==> config.mk <==
export PLATFORM = sky130hd
export DESIGN_NAME = stack_tick_scheduler
export DESIGN_NICKNAME = d
export VERILOG_FILES = /design/src/rtl/stack_tick_scheduler.sv
export SDC_FILE = /design/constraint.sdc
export NUM_CORES = 1
export LEC_CHECK = 0
export CAP_MARGIN = 40
export CORE_ASPECT_RATIO = 2
export CORE_MARGIN = 2
export CORE_UTILIZATION = 26
export CTS_CLUSTER_DIAMETER = 150
export CTS_CLUSTER_SIZE = 40
export DETAILED_ROUTE_END_ITERATION = 7
export SYNTH_ARGS = -nofsm -noshare
export SYNTH_HDL_FRONTEND = slang
export SYNTH_SLANG_ARGS = --single-unit
export TNS_END_PERCENT = 20
==> constraint.sdc <==
create_clock -name clk -period 4.8 [get_ports clk]
set_input_delay 0.96 -clock clk [delete_from_list [all_inputs] [get_ports clk]]
set_output_delay 0.96 -clock clk [all_outputs]
set_load 0.03 [all_outputs]
==> src/rtl/stack_tick_scheduler.sv <==
// -----------------------------------------------------------------------------
// stack_tick_scheduler
//
// Sequences the stacker game engine. It produces the single-cycle move tick
// (`timer`), whose period shrinks as the stack grows, and turns the raw drop
// button into a clean single-cycle `dropOut` pulse. A small game-phase FSM
// (IDLE / RUN / HOLD / OVER) gates both, so the engine only sees ticks while
// play is live.
//
// Ports:
//   clk      in   system clock
//   rstBtn   in   asynchronous active-low reset
//   dropBtn  in   raw player button, asynchronous to clk, active-high
//   lineNum  in   [LINE_W] current stack line from the engine
//   EOG      in   end-of-game flag from the engine
//   timer    out  move tick, one cycle wide (registered)
//   dropOut  out  drop pulse, one cycle wide (registered)
//   running  out  high in RUN or HOLD (registered)
//   tickDiv  out  [16] tick period currently in effect (combinational)
//
// Optional build macro: STACK_TICK_DEBOUNCE_EN
//   When defined, a DEB_CYC-cycle stability filter sits after the
//   synchronizer and the press is taken from the filtered level.
// -----------------------------------------------------------------------------
module stack_tick_scheduler #(
  parameter logic [15:0] BASE_DIV = 16'd50000,
  parameter logic [15:0] STEP_DIV = 16'd4000,
  parameter logic [15:0] MIN_DIV  = 16'd8000,
  parameter logic [7:0]  HOLD_CYC = 8'd16,
  parameter int          LINE_W   = 4
`ifdef STACK_TICK_DEBOUNCE_EN
  ,
  parameter logic [15:0] DEB_CYC  = 16'd1000
`endif
) (
  input  logic              clk,
  input  logic              rstBtn,
  input  logic              dropBtn,
  input  logic [LINE_W-1:0] lineNum,
  input  logic              EOG,
  output logic              timer,
  output logic              dropOut,
  output logic              running,
  output logic [15:0]       tickDiv
);

  typedef enum logic [1:0] {
    S_IDLE = 2'd0,
    S_RUN  = 2'd1,
    S_HOLD = 2'd2,
    S_OVER = 2'd3
  } state_t;

  // Tick period for a given line. The product is formed wide enough that a
  // large line count can never wrap back into a long period.
  function automatic logic [15:0] calc_div(input logic [LINE_W-1:0] ln);
    logic [15+LINE_W:0] prod;
    logic [15+LINE_W:0] span;
    prod = {16'd0, ln} * {{LINE_W{1'b0}}, STEP_DIV};
    span = {{LINE_W{1'b0}}, BASE_DIV - MIN_DIV};
    if (prod >= span) calc_div = MIN_DIV;
    else              calc_div = BASE_DIV - prod[15:0];
  endfunction

  logic        r_s1;
  logic        r_s2;
  logic        w_press;
  logic [15:0] w_tickDiv;

  state_t      r_state;
  logic [15:0] r_divCnt;
  logic [7:0]  r_holdCnt;
  logic        r_timer;
  logic        r_drop;
  logic        r_run;

  assign w_tickDiv = calc_div(lineNum);

  // ---- button synchronizer --------------------------------------------------
  always_ff @(posedge clk or negedge rstBtn) begin
    if (!rstBtn) begin
      r_s1 <= 1'b0;
      r_s2 <= 1'b0;
    end else begin
      r_s1 <= dropBtn;
      r_s2 <= r_s1;
    end
  end

`ifdef STACK_TICK_DEBOUNCE_EN
  // ---- debounce filter ------------------------------------------------------
  // The filtered level only follows s2 once s2 has disagreed with it for
  // DEB_CYC consecutive cycles; any agreement restarts the count.
  logic        r_deb;
  logic        r_deb_d;
  logic [15:0] r_debCnt;

  always_ff @(posedge clk or negedge rstBtn) begin
    if (!rstBtn) begin
      r_deb    <= 1'b0;
      r_deb_d  <= 1'b0;
      r_debCnt <= 16'd0;
    end else begin
      r_deb_d <= r_deb;
      if (r_s2 != r_deb) begin
        if (r_debCnt == DEB_CYC - 16'd1) begin
          r_deb    <= r_s2;
          r_debCnt <= 16'd0;
        end else begin
          r_debCnt <= r_debCnt + 16'd1;
        end
      end else begin
        r_debCnt <= 16'd0;
      end
    end
  end

  assign w_press = r_deb & ~r_deb_d;
`else
  logic r_s2_d;

  always_ff @(posedge clk or negedge rstBtn) begin
    if (!rstBtn) r_s2_d <= 1'b0;
    else         r_s2_d <= r_s2;
  end

  assign w_press = r_s2 & ~r_s2_d;
`endif

  // ---- game-phase FSM -------------------------------------------------------
  // Pulse outputs default low every cycle so each is exactly one cycle wide.
  // In RUN the checks are ordered EOG, then press, then tick: a drop landing
  // on the tick cycle wins and the tick is dropped with the counter restart.
  always_ff @(posedge clk or negedge rstBtn) begin
    if (!rstBtn) begin
      r_state   <= S_IDLE;
      r_divCnt  <= 16'd0;
      r_holdCnt <= 8'd0;
      r_timer   <= 1'b0;
      r_drop    <= 1'b0;
      r_run     <= 1'b0;
    end else begin
      r_timer <= 1'b0;
      r_drop  <= 1'b0;
      case (r_state)
        S_IDLE: begin
          // The starting press is consumed and never forwarded as a drop.
          if (w_press) begin
            r_state  <= S_RUN;
            r_divCnt <= 16'd0;
            r_run    <= 1'b1;
          end
        end
        S_RUN: begin
          if (EOG) begin
            r_state <= S_OVER;
            r_run   <= 1'b0;
          end else if (w_press) begin
            r_drop    <= 1'b1;
            r_divCnt  <= 16'd0;
            r_holdCnt <= 8'd0;
            r_state   <= S_HOLD;
          end else if (r_divCnt >= w_tickDiv - 16'd1) begin
            // >= rather than == so a shortened period fires at once.
            r_timer  <= 1'b1;
            r_divCnt <= 16'd0;
          end else begin
            r_divCnt <= r_divCnt + 16'd1;
          end
        end
        S_HOLD: begin
          if (EOG) begin
            r_state <= S_OVER;
            r_run   <= 1'b0;
          end else if (r_holdCnt == HOLD_CYC - 8'd1) begin
            r_state  <= S_RUN;
            r_divCnt <= 16'd0;
          end else begin
            r_holdCnt <= r_holdCnt + 8'd1;
          end
        end
        S_OVER: begin
          r_run <= 1'b0;
        end
        default: begin
          r_state <= S_IDLE;
          r_run   <= 1'b0;
        end
      endcase
    end
  end

  assign timer   = r_timer;
  assign dropOut = r_drop;
  assign running = r_run;
  assign tickDiv = w_tickDiv;

endmodule

# After elaboration in Yosys (flattened, before gate mapping)
# Cells that the tools add are included.
# totals
register_bits	32
word_cells	68
in_bits	8
output_inout_bits	19
# classes
bitwise	2
mux	29
n_eq_ne	13
add_sub_neg	4
multipliers	1
n_reduce_logical	8
order_cmp	2
# op_table
op	count
$mux 16	7
$pmux 16 s3	1
$mux 8	4
$add 16x1->16 const B	1
$ge 16x16->1	1
$ge 16x16->1 const B	1
$pmux 8 s2	1
$sub 16x1->16 const B	1
$sub 16x16->16 const A	1
$ne 2x2->1 const B	6
$mul 4x7->11 const B	1
$mux 2	5
$reduce_and 5->1	2
$mux 1	9
$add 8x1->8 const B	1
$eq 8x4->1 const B	1
$ne 3x3->1 const B	2
$pmux 2 s3	1
$eq 2x2->1 const B	2
$reduce_and 4->1	1
$pmux 1 s3	1
$reduce_bool 3->1	1
$eq 2x1->1 const B	1
$logic_not 2->1	1
6 further kinds	6

# Logic depth before layout (Yosys ltp)
# Gate-level depths: netlist of run 1.
# logic_depth
word_depth	9
mapped_depth	20
ltp_nobuf	18

# Worst setup path after synthesis of run 1
# No wires, ideal clock.
# synth_path
kind	input to register
startpoint	input port lineNum[1]
endpoint	register r_divCnt[13]
stages	19
required_ns	4.734
slack_ns	-0.760
arrival_ns	5.494
path_buffers	1
path_cell_list	fa_1 -> inv_1 -> fa_1 -> inv_1 -> ha_1 -> o21ai_0 -> o21ai_0 -> a21oi_1 -> xor2_2 -> o41ai_4 -> and2b_1 -> ha_1 -> a21o_1 -> a21o_1 -> a221oi_1 -> o211a_1 -> buf_2 -> a21o_1 -> a22o_1
# synth_between
elab_chain_len	9
word_cells_on_any_way	10
# synth_lines
item	line_no	text
from (decl)	39	input logic [LINE_W-1:0] lineNum,
$mul 4x7->11 *	59	prod = {16'd0, ln} * {{LINE_W{1'b0}}, STEP_DIV};
$sub 16x16->16 / $ge 16x16->1 (equally long branches)	62, 61	
$mux 16 *	61	if (prod >= span) calc_div = MIN_DIV;
$sub 16x1->16 *	163	end else if (r_divCnt >= w_tickDiv - 16'd1) begin
$ge 16x16->1 *	163	
$mux 16 *	163	
$mux 16 *	158	end else if (w_press) begin
$mux 16 *	155	if (EOG) begin
$pmux 16 s3 *	145	case (r_state)
to (signal assigned)	168	r_divCnt <= r_divCnt + 16'd1;
to (decl)	71	logic [15:0] r_divCnt;
# Every way passes the cells marked *; elsewhere a longest branch is shown, timed or not. The select of a mux whose other input is x is not followed.
# A chain may end at the register's enable or synchronous reset.

# Worst setup path after layout of run 1
# layout_path
startpoint	input port lineNum[3]
endpoint	register r_divCnt[6]
# Same word-level chain as after synthesis.

==> impl_metrics.sql, run 1 <==
INSERT INTO impl_metrics (metric_group, metric, value, unit) VALUES
('power_and_ir_drop', 'report.power.total', '1.84', 'mW'),
('power_and_ir_drop', 'p_per_cell_area', '445', 'nW/um^2'),
('critical_path', 'crit-reg2reg-capture', 'r_holdCnt[6]', ''),
('power_and_ir_drop', 'power.static_leakage', '1.98', 'nW'),
('power_and_ir_drop', 'switching_share', '0.422', ''),
('sta', 'final_hold_viol_count', '0', ''),
('job', 'drv_cap', '0', ''),
('drt', 'detailedRoute.firstIterationViolations', '112', ''),
('power_and_ir_drop', 'seqPwrFrac', '0.176', ''),
('layout', 'syn2layout_area_growth', '41.7', '%'),
('power_and_ir_drop', 'switching_power', '0.776', 'mW'),
('cts', 'tritoncts', 'yes', ''),
('sta', 'fin_hold_ws', '0.353', 'ns'),
('run_status', 'run_status', 'finished, violations left', ''),
('drt', 'ant_nets', '0', ''),
('layout', 'number_of_non_filler_instances_in_the_completed_layout', '538', ''),
('sta', 'max_fclk', '190', 'MHz'),
('cts', 'numCtsBuffers', '5', ''),
('sta', 'setup-violations-final', '29', ''),
('critical_path', 'nature_of_the_critical_path_endpoint', 'register', ''),
('sta', 'timing.final.ws_setup', '-0.474', 'ns'),
('sta', 'unrepaired_setup_endpoints_after_global_routing', 'yes', ''),
('run_status', 'violated_checks', 'negative setup slack', ''),
('critical_path', 'timing.setup.critical_path_class', 'in2reg', ''),
('placed_design', 'place.gp.congestion', '0.808', ''),
('die', 'num_rows', '54', ''),
('die', 'floorplan.die_area', '12100', 'um^2'),
('placed_design', 'place.detailed.instances', '523', ''),
('synth', 'synth_sequential_area_ratio', '0.275', ''),
('sta', 'fin_skew', '0.00397', 'ns'),
('drt', 'first_pass_iters', '4', ''),
('critical_path', 'reg2reg_from', 'r_state[1]', ''),
('synth', 'count_of_synthesis_stage_warnings_from_yosys', '0', ''),
('layout', 'nNetsFinal', '448', ''),
('layout', 'final_core_utilization', '0.377', ''),
('placed_design', 'detailed_place_hpwl', '5940', 'um'),
('synth', 'synth.largest_area_cell', 'sky130_fd_sc_hd__dfrtp_1', ''),
('synth', 'synth-async-reset-ratio', '1.00', ''),
('synth', 'synth_area_leaders', 'sky130_fd_sc_hd__dfrtp_1, sky130_fd_sc_hd__ha_1, sky130_fd_sc_hd__fa_1, sky130_fd_sc_hd__nor2_1, sky130_fd_sc_hd__xor2_1', ''),
('drt', 'drt_drc_violations_left', '0', ''),
('min_path', 'hold_removal_path_class', 'reg2reg', ''),
('cts', 'clk_tree_root_cell', 'sky130_fd_sc_hd__clkbuf_16', ''),
('synth', 'netlist.area_leader.share', '0.275', ''),
('critical_path', 'timing.reg2reg.worst_path_depth', '7', ''),
('synth', 'synth.lib_cells_used.distinct', '61', ''),
('die', 'fp.coreArea', '10900', 'um^2'),
('sta', 'timing_worst_slew_pin_value', '0.833', 'ns'),
('min_path', 'hold-path-cell-count', '0', ''),
('sta', 'setup-tns-final', '-9.01', 'ns'),
('min_path', 'whs_endpoint', 'r_s2', ''),
('power_and_ir_drop', 'power.internal', '1.06', 'mW'),
('sta', 'final_period_minus_worst_setup_slack', '5.27', 'ns'),
('synth', 'ys.flop_type', 'sky130_fd_sc_hd__dfrtp_1', ''),
('cts', 'cts.reportedPaths.clkPinSlew', '0.05', 'ns'),
('grt', 'grt_overflow_total', '0', ''),
('critical_path', 'timing.reg2reg.setup_slack', '2.48', 'ns'),
('grt', 'grt_pass1_wl', '12400', 'um'),
('critical_path', 'critPathArrivalTime', '5.43', 'ns'),
('sta', 'timing.final.max_slew_violations', '0', ''),
('cts', 'cts.sink_count', '32', ''),
('grt', 'antenna_found_initial', '0', ''),
('grt', 'global_route.usage.total', '0.129', ''),
('sta', 'fin_crit_sh', '1.10', ''),
('cts', 'cts.path.max_buffers', '2', ''),
('synth', 'synth_seq_cells', '32', ''),
('drt', 'routed_wl', '7470', 'um'),
('critical_path', 'crit_path_start_kind', 'input pin', ''),
('cts', 'post_cts_hold_buffer_count', '0', ''),
('die', 'design.portCount', '27', ''),
('grt', 'grt_max_degree', '33', ''),
('cts', 'clock_insertion_delay_worst_skew', '0.27', 'ns');
==> through the flow <==
stage / setup WS [ns] / cell area (um^2)
floorplan: -0.408 / 2970
global placement: -1.20 / 3660
global route: -0.681 / 4130
CTS: -0.470 / 4000
detailed placement: -1.27 / 3660
finish: -0.474 / 4130
==> routing by layer <==
metal | share of wire | vias to the layer above | GRT usage | wire length [um]
met5 | 0 | - | 0 | 0
met4 | 0.030 | 0 | 0.0575 | 226
met3 | 0.025 | 15 | 0.0158 | 189
met2 | 0.60 | 50 | 0.263 | 4460
met1 | 0.35 | 1272 | 0.122 | 2600
li1 | - | 1288 | - | -
==> power by group through the flow <==
stage          combinational, mW  sequential, mW  clock (mW)
2_1_floorplan              0.650           0.330           0
3_3_place_gp                1.03           0.326           0
3_5_place_dp                1.05           0.329           0
4_1_cts                     1.17           0.324       0.302
5_1_grt                     1.33           0.328       0.313
6_report                    1.22           0.324       0.294
==> cell usage in the layout, fill, tap and decap left out, types with 3 or more instances in the layout <==
cell type                         synthesis  routed
sky130_fd_sc_hd__nand2b_1                 8       4
sky130_fd_sc_hd__conb_1                   1       4
sky130_fd_sc_hd__clkbuf_16                0       5
sky130_fd_sc_hd__nand2b_4                 1       5
sky130_fd_sc_hd__and2_1                   3       3
sky130_fd_sc_hd__fa_1                     7       5
sky130_fd_sc_hd__dfrtp_1                 32      32
sky130_fd_sc_hd__xnor2_2                  0       3
sky130_fd_sc_hd__and3_1                   6       6
sky130_fd_sc_hd__a22o_1                   7       7
sky130_fd_sc_hd__o21ai_2                  1       4
sky130_fd_sc_hd__a21o_1                  12      12
sky130_fd_sc_hd__nor4_1                   5       3
sky130_fd_sc_hd__nor2_4                   0       4
sky130_fd_sc_hd__nor2_1                  27      23
sky130_fd_sc_hd__buf_6                    1      11
sky130_fd_sc_hd__xor2_1                  11      11
sky130_fd_sc_hd__nand4_1                  6       6
sky130_fd_sc_hd__nand2_1                 23      22
sky130_fd_sc_hd__o21ai_0                 15      11
sky130_fd_sc_hd__nor3_1                   7       7
sky130_fd_sc_hd__xnor2_1                  6       3
sky130_fd_sc_hd__o21a_1                   3       3
sky130_fd_sc_hd__o211a_1                  4       4
sky130_fd_sc_hd__nand3_1                 11      11
sky130_fd_sc_hd__buf_4                    4      57
sky130_fd_sc_hd__or2_2                    3       3
sky130_fd_sc_hd__clkdlybuf4s50_1          0       6
sky130_fd_sc_hd__ha_4                     0       6
sky130_fd_sc_hd__inv_1                   18      16
sky130_fd_sc_hd__a21oi_1                  9       8
sky130_fd_sc_hd__ha_1                    35      29
==> worst max-delay path, stage by stage <==
cell                       delay [ns]
sky130_fd_sc_hd__buf_8           0.10
sky130_fd_sc_hd__fa_2            0.60
sky130_fd_sc_hd__inv_2           0.04
sky130_fd_sc_hd__fa_1            0.49
sky130_fd_sc_hd__inv_2           0.05
sky130_fd_sc_hd__ha_4            0.18
sky130_fd_sc_hd__a211oi_4        0.29
sky130_fd_sc_hd__o21ai_2         0.10
sky130_fd_sc_hd__a21oi_2         0.19
sky130_fd_sc_hd__xor2_2          0.12
sky130_fd_sc_hd__o41ai_4         0.42
sky130_fd_sc_hd__and2b_1         0.26
sky130_fd_sc_hd__ha_4            0.27
sky130_fd_sc_hd__and4_1          0.21
sky130_fd_sc_hd__o211a_1         0.16
sky130_fd_sc_hd__a221oi_2        0.07
sky130_fd_sc_hd__o211ai_1        0.42
sky130_fd_sc_hd__nor2_2          0.11
sky130_fd_sc_hd__buf_6           0.16
sky130_fd_sc_hd__a22o_1          0.22
==> sequential cells by signal, summed over array words and instances (netlist names) <==
signal	cells
r_divCnt	16
r_s2	1
running	1
timer	1
dropOut	1
r_state	2
r_s2_d	1
r_holdCnt	8
r_s1	1
==> cell type report <==
class	count	area, um^2
clock buffer	6	129
multi-input combinational	261	2260
fill	1098	6820
inverter	18	67.6
sequential	32	801
tap	140	175
timing repair buffer	80	687
clock inverter	1	5.00
==> worst max-delay path by stage <==
stage                    start          end  slack, ns  cells after the start
global route        lineNum[3]  r_divCnt[6]      -0.68                     20
finish              lineNum[3]  r_divCnt[6]      -0.47                     20
detailed placement  lineNum[3]  r_divCnt[6]      -1.27                     19
CTS                 lineNum[2]  r_divCnt[6]      -0.47                     21
global placement    lineNum[3]  r_divCnt[6]      -1.20                     19
floorplan           lineNum[3]  r_divCnt[8]      -0.41                     18
==> cells by family after synthesis <==
| kind of cell | share of synthesized area |
|---|---|
| buf+inv | 0.0434 |
| flops | 0.275 |
| simple gates | 0.214 |
| compound gates | 0.197 |
| fa+ha+maj | 0.198 |
| mux | 0.0146 |
| xor+xnor | 0.0567 |
| other cells | 0.00129 |
==> Yosys cell counts (all sizes together), types with 5 or more instances <==
cell type and n:
a21o 12, a21oi 10, a22o 7, and3 6, buf 7, dfrtp 32
fa 7, ha 35, inv 18, nand2 23, nand2b 9, nand3 11
nand4 6, nor2 29, nor2b 5, nor3 8, nor4 5, o21ai 17
xnor2 6, xor2 12
==> timing repair <==
action,in CTS,in global routing
endpoints found under the setup margin,29,29
buffers inserted,7,1
resized for setup,55,18
pin swaps,31,24
No activity file was read; power rests on OpenSTA's default activity.
==> run 2, diff against run 1 <==
--- a/config.mk
+++ b/config.mk
@@ -5,7 +5,6 @@
 export SDC_FILE = /design/constraint.sdc
 export NUM_CORES = 1
 export LEC_CHECK = 0
-export CAP_MARGIN = 40
 export CORE_ASPECT_RATIO = 2
 export CORE_MARGIN = 2
 export CORE_UTILIZATION = 26
==> results of run 2 <==
Final layout, timing and power as in run 1 (identical DEF).
==> run 3, diff against run 2 <==
--- a/config.mk
+++ b/config.mk
@@ -11,6 +11,7 @@
 export CTS_CLUSTER_DIAMETER = 150
 export CTS_CLUSTER_SIZE = 40
 export DETAILED_ROUTE_END_ITERATION = 7
+export PLACE_DENSITY = 0.44
 export SYNTH_ARGS = -nofsm -noshare
 export SYNTH_HDL_FRONTEND = slang
 export SYNTH_SLANG_ARGS = --single-unit
==> impl_metrics.sql, run 3 (synthesis gave the netlist of run 1 again) <==
INSERT INTO impl_metrics (metric_group, metric, value, unit) VALUES
('layout', 'drive_above_1_share', '0.338', ''),
('sta', 'final_hold_viol_count', '0', ''),
('layout', 'largest_reg_by_ff_count', 'r_divCnt', ''),
('sta', 'fin_skew', '0.00666', 'ns'),
('drt', 'detail_route.vias_per_cell', '4.84', ''),
('cts', 'tritoncts', 'yes', ''),
('layout', 'nNetsFinal', '457', ''),
('drt', 'first_pass_iters', '4', ''),
('drt', 'routed_met2_length', '5170', 'um'),
('critical_path', 'timing.setup.critical_path_class', 'in2reg', ''),
('drt', 'drt_drc_violations_left', '0', ''),
('die', 'fp.coreArea', '10900', 'um^2'),
('drt', 'average_wire_per_cell_in_the_routed_design', '15.0', 'um'),
('layout', 'syn2layout_area_growth', '42.5', '%'),
('critical_path', 'timing.reg2reg.setup_slack', '2.46', 'ns'),
('critical_path', 'cp_cell_sequence', 'buf_8, fa_2, inv_2, fa_1, inv_2, ha_4, a211oi_4, nor2_2, mux2i_1, nor2_2, o41ai_4, buf_4, and2b_1, ha_1, and4_1, o211a_1, a221oi_4, o211a_1, buf_6, and3_1, a221o_1', ''),
('die', 'start_util', '0.266', ''),
('drt', 'dr_wl_met3', '123', 'um'),
('grt', 'grt_max_degree', '33', ''),
('placed_design', 'detailed_place_hpwl', '6750', 'um'),
('cts', 'post_cts_hold_buffer_count', '0', ''),
('sta', 'timing.final.max_slew_violations', '0', ''),
('cts', 'cts.reportedPaths.clkPinSlew', '0.06', 'ns'),
('power_and_ir_drop', 'report.power.total', '1.91', 'mW'),
('cts', 'numCtsBuffers', '5', ''),
('critical_path', 'critical_path_required', '4.97', 'ns'),
('critical_path', 'crit_path_start_kind', 'input pin', ''),
('power_and_ir_drop', 'power.static_leakage', '2.02', 'nW'),
('grt', 'grt_pass1_wl', '13500', 'um'),
('die', 'design.portCount', '27', ''),
('drt', 'dr_total_vias', '2653', ''),
('drt', 'dr.max_layer_used', 'met4', ''),
('sta', 'max_fclk', '189', 'MHz'),
('critical_path', 'crit_slowest_cell', 'sky130_fd_sc_hd__fa_2', ''),
('sta', 'timing.final.ws_setup', '-0.490', 'ns'),
('grt', 'first_global_vias', '2821', ''),
('die', 'floorplan.die_area', '12100', 'um^2'),
('drt', 'detailedRoute.firstIterationViolations', '108', ''),
('drt', 'wirelength_met1', '2650', 'um'),
('critical_path', 'critical_path_buf_inv_count', '5', ''),
('grt', 'grt_overflow_total', '0', ''),
('layout', 'largest_register_ffs', '16', ''),
('grt', 'global_route.usage.total', '0.145', ''),
('die', 'die-width', '78.8', 'um'),
('cts', 'cts.sink_count', '32', ''),
('sta', 'final_period_minus_worst_setup_slack', '5.29', 'ns'),
('die', 'num_rows', '54', ''),
('power_and_ir_drop', 'p_per_cell_area', '460', 'nW/um^2'),
('critical_path', 'nature_of_the_critical_path_endpoint', 'register', ''),
('sta', 'setup-violations-final', '28', ''),
('placed_design', 'portBuffers', '22', ''),
('cts', 'clk_tree_root_cell', 'sky130_fd_sc_hd__clkbuf_16', ''),
('layout', 'antenna_cells', '0', ''),
('layout', 'fill_cells', '1195', ''),
('placed_design', 'place.detailed.instances', '536', ''),
('die', 'die_height', '154', 'um'),
('placed_design', 'place.gp.congestion', '0.796', ''),
('power_and_ir_drop', 'vdd.ir_drop.worst', '0.297', 'mV'),
('drt', 'routed_wl', '8240', 'um'),
('grt', 'antenna_found_initial', '0', ''),
('cts', 'cts.path.max_buffers', '2', ''),
('critical_path', 'crit_path_max_incr_delay', '0.60', 'ns'),
('cts', 'cts-htree-levels', '2', ''),
('layout', 'number_of_non_filler_instances_in_the_completed_layout', '548', ''),
('sta', 'unrepaired_setup_endpoints_after_global_routing', 'yes', ''),
('critical_path', 'cpLargestDelayFamily', 'compound AO/OA/AOI/OAI gates', ''),
('sta', 'timing_worst_slew_pin_value', '0.895', 'ns'),
('cts', 'clock_insertion_delay_worst_skew', '0.29', 'ns'),
('min_path', 'hold_removal_path_class', 'reg2reg', ''),
('run_status', 'violated_checks', 'negative setup slack', ''),
('drt', 'ant_nets', '0', ''),
('run_status', 'run_status', 'finished, violations left', ''),
('critical_path', 'critPathArrivalTime', '5.46', 'ns'),
('critical_path', 'worst-path-max-fanout', '13', ''),
('layout', 'biggestRegsByFlops', 'r_divCnt: 16 flops, r_holdCnt: 8 flops, r_state: 2 flops', ''),
('sta', 'fin_crit_sh', '1.10', ''),
('job', 'drv_cap', '0', ''),
('sta', 'slew_headroom', '0.400', ''),
('layout', 'layout_commonest_cell', 'sky130_fd_sc_hd__buf_4', ''),
('layout', 'layout_common_cells', 'sky130_fd_sc_hd__buf_4, sky130_fd_sc_hd__dfrtp_1, sky130_fd_sc_hd__ha_1', '');
run 3: cell types whose count changed in the layout (fill, tap and decap cells not counted), moves of 3 or more:
cell                      before  now
sky130_fd_sc_hd__buf_6        11   14
sky130_fd_sc_hd__nor2_4        4    1
sky130_fd_sc_hd__o21ai_1       2    6
sky130_fd_sc_hd__buf_4        57   64
sky130_fd_sc_hd__o21ai_0      11    8
sky130_fd_sc_hd__ha_4          6    2
sky130_fd_sc_hd__nor2b_1       2    5
run 3: path summary, 6_finish.rpt:
path	to	cells after the start	from
max	r_divCnt[12]	21	lineNum[2]
min	r_s2	0	r_s1
max reg2reg	r_holdCnt[6]	7	r_state[1]
min reg2reg	r_s2	0	r_s1
max in group asynchronous	r_divCnt[4]	2	rstBtn
min in group asynchronous	running	2	rstBtn
run 3: routing by layer:
| layer | GRT usage | vias up |
|---|---|---|
| li1 | - | 1305 |
| met1 | 0.123 | 1309 |
| met2 | 0.309 | 27 |
| met3 | 0.0135 | 12 |
| met4 | 0.0722 | 0 |
| met5 | 0 | - |
run 3: worst register-to-register path, cell delays in order (launching register included):
cell	delay, ns
sky130_fd_sc_hd__dfrtp_1	0.38
sky130_fd_sc_hd__inv_1	0.10
sky130_fd_sc_hd__ha_1	0.25
sky130_fd_sc_hd__and2_0	0.25
sky130_fd_sc_hd__a211oi_1	0.74
sky130_fd_sc_hd__nand4_1	0.22
sky130_fd_sc_hd__xor2_1	0.20
sky130_fd_sc_hd__nor2_1	0.06
run 3: cell type report:
type,count,area (um^2),area share
repair buffers,89,743,0.179
clock inverters,2,35.0,0.00844
clock buffers,6,129,0.0311
flip-flops and latches,32,801,0.193
inverters,18,67.6,0.0163
multi-input cells,261,2200,0.530
well taps,140,175,0.0422
run 3: timing repair:
item / 4_1_cts / 5_1_grt
pin swaps: 17 / 20
gates cloned: 0 / 0
gates resized for setup: 52 / 20
hold endpoints to repair: 0 / 0
buffers inserted: 6 / 0
endpoints found under the setup margin: 29 / 29
run 3: power by group:
group | internal [mW] | switching [mW] | total [mW]
clock network | 0.244 | 0.129 | 0.373
registers | 0.299 | 0.0245 | 0.324
logic | 0.571 | 0.643 | 1.21
run 3: metrics by stage:
stage / worst slack [ns] / setup TNS [ns] / cell area (um^2) / hold WS [ns] / util
floorplan: -0.408 / -5.90 / 2970 / 0.331 / -
finish: -0.490 / -8.87 / 4150 / 0.351 / 0.379
detailed placement: -1.30 / -30.80 / 3750 / 0.345 / 0.342
global route: -0.664 / -13.50 / 4150 / 0.365 / 0.379
global placement: -1.23 / -28.74 / 3750 / 0.335 / 0.342
CTS: -0.420 / -8.91 / 4060 / 0.357 / 0.371
